===== config.mk =====
export PLATFORM = sky130hd
export DESIGN_NAME = red_lane_serializer
export DESIGN_NICKNAME = d
export VERILOG_FILES = /design/src/rtl/red_lane_serializer.sv
export SDC_FILE = /design/constraint.sdc
export NUM_CORES = 1
export LEC_CHECK = 0
export CAP_MARGIN = 20
export CORE_UTILIZATION = 51
export CTS_CLUSTER_SIZE = 25
export DETAILED_ROUTE_END_ITERATION = 8
export HOLD_SLACK_MARGIN = 0.02
export PLACE_DENSITY = 0.8
export SLEW_MARGIN = 20
export SYNTH_ARGS = -nofsm -noshare
export SYNTH_HDL_FRONTEND = slang
export SYNTH_SLANG_ARGS = --single-unit

===== constraint.sdc =====
create_clock -name clk -period 2.5 [get_ports clk]
set_input_delay 0.5 -clock clk [delete_from_list [all_inputs] [get_ports clk]]
set_output_delay 0.5 -clock clk [all_outputs]
set_load 0.01 [all_outputs]

===== src/rtl/red_lane_serializer.sv =====
// Word-to-nibble-lane serializer with lane index, last flag and running lane sum.
// Optional RED_LANE_PARITY_EN adds out_par, the even parity of the current lane.
module red_lane_serializer #(
  parameter  int WIDTH = 16,
  parameter  int LANE  = 4,
  localparam int BEATS = WIDTH / LANE,
  localparam int IDXW  = (BEATS > 1) ? $clog2(BEATS) : 1,
  localparam int SUMW  = LANE + IDXW
) (
  input  logic            clk,
  input  logic            rst,
  input  logic            in_valid,
  output logic            in_ready,
  input  logic [WIDTH-1:0] in_data,
  input  logic            in_msb_first,
  output logic            out_valid,
  input  logic            out_ready,
  output logic [LANE-1:0] out_lane,
  output logic [IDXW-1:0] out_idx,
  output logic            out_last,
  output logic [SUMW-1:0] out_sum,
  output logic            busy
`ifdef RED_LANE_PARITY_EN
  ,
  output logic            out_par
`endif
);

  typedef enum logic {
    IDLE,
    SEND
  } state_t;

  state_t           state;
  logic [WIDTH-1:0] shreg;
  logic             msb_q;
  logic [LANE-1:0]  cap_lane;
  logic [LANE-1:0]  nxt_lane;

  // shreg holds only the lanes not yet presented on out_lane
  assign cap_lane = in_msb_first ? in_data[WIDTH-1 -: LANE]
                                 : in_data[LANE-1:0];
  assign nxt_lane = msb_q ? shreg[WIDTH-1 -: LANE]
                          : shreg[LANE-1:0];

  assign in_ready = !rst &&
    ((state == IDLE) ||
     ((state == SEND) && out_last && out_ready));

  always_ff @(posedge clk) begin
    if (rst) begin
      state     <= IDLE;
      shreg     <= '0;
      msb_q     <= 1'b0;
      out_valid <= 1'b0;
      out_lane  <= '0;
      out_idx   <= '0;
      out_last  <= 1'b0;
      out_sum   <= '0;
      busy      <= 1'b0;
`ifdef RED_LANE_PARITY_EN
      out_par   <= 1'b0;
`endif
    end else if (in_valid && in_ready) begin
      state     <= SEND;
      msb_q     <= in_msb_first;
      shreg     <= in_msb_first ? (in_data << LANE)
                                : (in_data >> LANE);
      out_valid <= 1'b1;
      busy      <= 1'b1;
      out_lane  <= cap_lane;
      out_idx   <= '0;
      out_last  <= (BEATS == 1);
      out_sum   <= SUMW'(cap_lane);
`ifdef RED_LANE_PARITY_EN
      out_par   <= ^cap_lane;
`endif
    end else if ((state == SEND) && out_ready) begin
      if (out_last) begin
        state     <= IDLE;
        out_valid <= 1'b0;
        busy      <= 1'b0;
      end else begin
        shreg    <= msb_q ? (shreg << LANE)
                          : (shreg >> LANE);
        out_lane <= nxt_lane;
        out_idx  <= out_idx + IDXW'(1);
        out_last <= (out_idx == IDXW'(BEATS - 2));
        out_sum  <= out_sum + SUMW'(nxt_lane);
`ifdef RED_LANE_PARITY_EN
        out_par  <= ^nxt_lane;
`endif
      end
    end
  end

endmodule


==> results by group, run 1 <==
Clock network
  – Longest Clk Path Bufs: 2
  – Hold_buf cts: 0
  – Post-CTS Setup Inserts: 0
  – Num CTS Buffers: 5
  – Root buffer cell: clkbuf_4
  – Post-CTS Resized: 0
  – Worst skew pair latency: 330 ps
  – CTS tree: yes
  – # clock sinks: 31
  – H-Tree Level Count: 2
  – Worst-path clk slew: 90 ps

Yosys
  – Yosys warnings: 0
  – #FFs+latches synth: 31
  – Mapped Nets: 229
  – Count of cell types in the netlist: 37
  – Cells after Synth: 202
  – Synthesized area: 0.00181 mm2
  – Seq/Total Area, Yosys: 0.343
  – Syn avg cell area: 8.96 um2

GRT
  – Grt ovf: 0
  – Vias in the first global route: 1479
  – Number of antenna violations at the first check in global routing: 0
  – First-pass GRT wire length: 6600 um
  – Tot GR Track Use: 0.241
  – Largest net degree at the start of global routing: 29

Critical path
  – Worst Path Arrival: 1830 ps
  – CP Class: in -> out
  – Startpoint types: input port
  – Crit path max fanout: 6
  – Worst endpoint required time: 2000 ps
  – Cell mode on critical path: clkdlybuf4s50_1
  – Critical path cell sequence: clkdlybuf4s50_1, a21boi_2, nor2_1, clkdlybuf4s50_1
  – Critical path's slowest cell: clkdlybuf4s50_1
  – Crit. End Element: output pin
  – Max incr delay on CP: 590 ps

Outcome
  – Status: completed

Finish
  – Area delta synth->final: 24.9%
  – Finished Layout Cells: 287
  – Leading cell type in the layout, fill and taps excluded: clkdlybuf4s50_1
  – Post-layout util: 0.673
  – Most frequent cells in the layout: clkdlybuf4s50_1 (36), dfxtp_1 (31), nor2_1 (26), a211oi_1 (18), a21oi_1 (17)
  – Nets@finish: 268
  – Number of fill cells: 328
  – Antenna diodes: 0
  – Share of cells above drive strength 1: 0.137

Route
  – Initial DRC count: 75
  – Routed Antenna Nets: 0
  – Via/cell ratio: 5.67
  – Routed WL: 3990 um
  – DR vias: 1626
  – Drt wl/cell: 13.9 um
  – DR pass1 iterations: 4
  – DRC viols: 0

Timing
  – Final hold vios: 0
  – Fin Hold WS: 492 ps
  – TNS Setup: 0 ps
  – Rel. slew slack: 0.550
  – Endpoints failing setup: 0
  – Slew Limit Fails: 0
  – Achievable clock frequency: 428 MHz
  – Slew @ Worst Pin: 668 ps
  – Worst Skew: 9.04 ps
  – RSZ-0062 raised after global routing: false
  – Fin crit share: 0.934
  – Fin crit period: 2330 ps

Floorplanning
  – Die Y-Extent: 61.6 um
  – Die area: 0.00379 mm2
  – Initial Util: 0.538
  – Site row count: 21
  – Core area: 0.00336 mm2
  – Ports: 37
  – Die width: 61.6 um

Placed design
  – DP HPWL: 2860 um
  – GPL Wtd Cong: 0.773
  – Post-Place Cells: 280
  – IO Port Bufs: 36

Power
  – Total power: 1.10 mW
  – Leakage power: 0.906 nW
  – PwrDens: 484 mW/mm2
  – Worst VDD drop: 0.000297 V

Worst hold path
  – Hold crit path type: reg -> reg

Flow run
  – Max-Cap Viols: 0
cell usage after synthesis:
| cell type | instances | area [um2] |
|---|---|---|
| dfxtp_1 | 31 | 621 |
| nor2_1 | 26 | 97.6 |
| a211oi_1 | 18 | 135 |
| a21oi_1 | 17 | 85.1 |
| mux2i_1 | 16 | 160 |
| nand2_1 | 11 | 41.3 |
| mux2_2 | 10 | 113 |
| and3_1 | 8 | 50.1 |
| buf_2 | 6 | 30.0 |
| ha_1 | 5 | 62.6 |
| inv_1 | 5 | 18.8 |
| or3_1 | 5 | 31.3 |
| a222oi_1 | 4 | 40.0 |
| buf_4 | 4 | 30.0 |
| o31a_1 | 4 | 35.0 |
| a21o_1 | 3 | 22.5 |
| buf_6 | 3 | 33.8 |
| o21ai_0 | 3 | 15.0 |
| nand2b_1 | 2 | 12.5 |
| nor2b_1 | 2 | 12.5 |
| o211ai_1 | 2 | 15.0 |
| xnor2_1 | 2 | 17.5 |
| a211o_1 | 1 | 8.76 |
| a21bo_2 | 1 | 10.0 |
| a21boi_2 | 1 | 11.3 |
| a22oi_1 | 1 | 7.51 |
| a31oi_1 | 1 | 6.26 |
| and3b_1 | 1 | 8.76 |
| clkbuf_1 | 1 | 3.75 |
| fa_1 | 1 | 20.0 |
| nand3b_2 | 1 | 11.3 |
| nor2_4 | 1 | 11.3 |
| nor3_1 | 1 | 5.00 |
| o21a_1 | 1 | 7.51 |
| o21ai_1 | 1 | 5.00 |
| or2_2 | 1 | 6.26 |
| or2b_2 | 1 | 8.76 |
layer usage:
| layer | wire [um] | vias up | GRT usage |
|---|---|---|---|
| met5 | 0 | - | 0 |
| met4 | 62 | 0 | 0.114 |
| met3 | 225 | 6 | 0.0798 |
| met2 | 1850 | 51 | 0.369 |
| met1 | 1850 | 749 | 0.305 |
| li1 | - | 820 | - |
metrics by stage:
stage / setup WS (ps) / area (um2)
finish: 166 / 2260
global route: 108 / 2260
CTS: 154 / 2260
detailed placement: 167 / 2210
global placement: 201 / 2210
floorplan: 518 / 1810
critical path: cells and delay by family:
| kind | cells | cell delay [ps] |
|---|---|---|
| simple gates | 1 | 100 |
| compound gates | 1 | 90 |
| buf+inv | 2 | 1140 |
report_power, final:
group | switching, mW | internal [mW]
clock network | 0.170 | 0.130
logic | 0.113 | 0.132
registers | 0.0256 | 0.524
total | 0.309 | 0.787
final timing paths:
| path | from | to | depth (start not counted) | slack, ps |
|---|---|---|---|---|
| max | out_ready | in_ready | 4 | 170 |
| min | out_sum[5] | out_sum[5] | 2 | 490 |
| max reg2reg | msb_q | out_sum[4] | 7 | 260 |
| min reg2reg | out_sum[5] | out_sum[5] | 2 | 490 |
registers in the layout, indices dropped and copies added, names as in the netlist:
name and cells:
out_last 1, out_sum 6, shreg 16, out_lane 4, state 1, msb_q 1
out_idx 2
area by class of cell:
class	instances	area, um2	share of cell area
Multi-Input combinational cell	152	1070	0.475
Sequential cell	31	621	0.274
Timing Repair Buffer	46	435	0.192
Clock buffer	6	51.3	0.0227
Clock inverter	1	5.00	0.00221
Tap cell	46	57.6	0.0254
Inverter	5	18.8	0.00830
logic make-up after synthesis:
family,Yosys count,share of synthesized area
AOI/OAI and AO/OA,58,0.223
xor gates and xnor gates,2,0.00968
adders and majority gates,6,0.0456
buffers and inverters,19,0.0643
DFF,31,0.343
muxes,26,0.151
and+or+nand+nor,60,0.164
Note: power is estimated with default switching activity, not from simulation.
==> run 2: changes to the inputs <==
- CORE_MARGIN: default -> 1
- TNS_END_PERCENT: default -> 100
==> results of run 2 <==
Same layout as run 1: the final DEF is identical, and so are final timing and power.
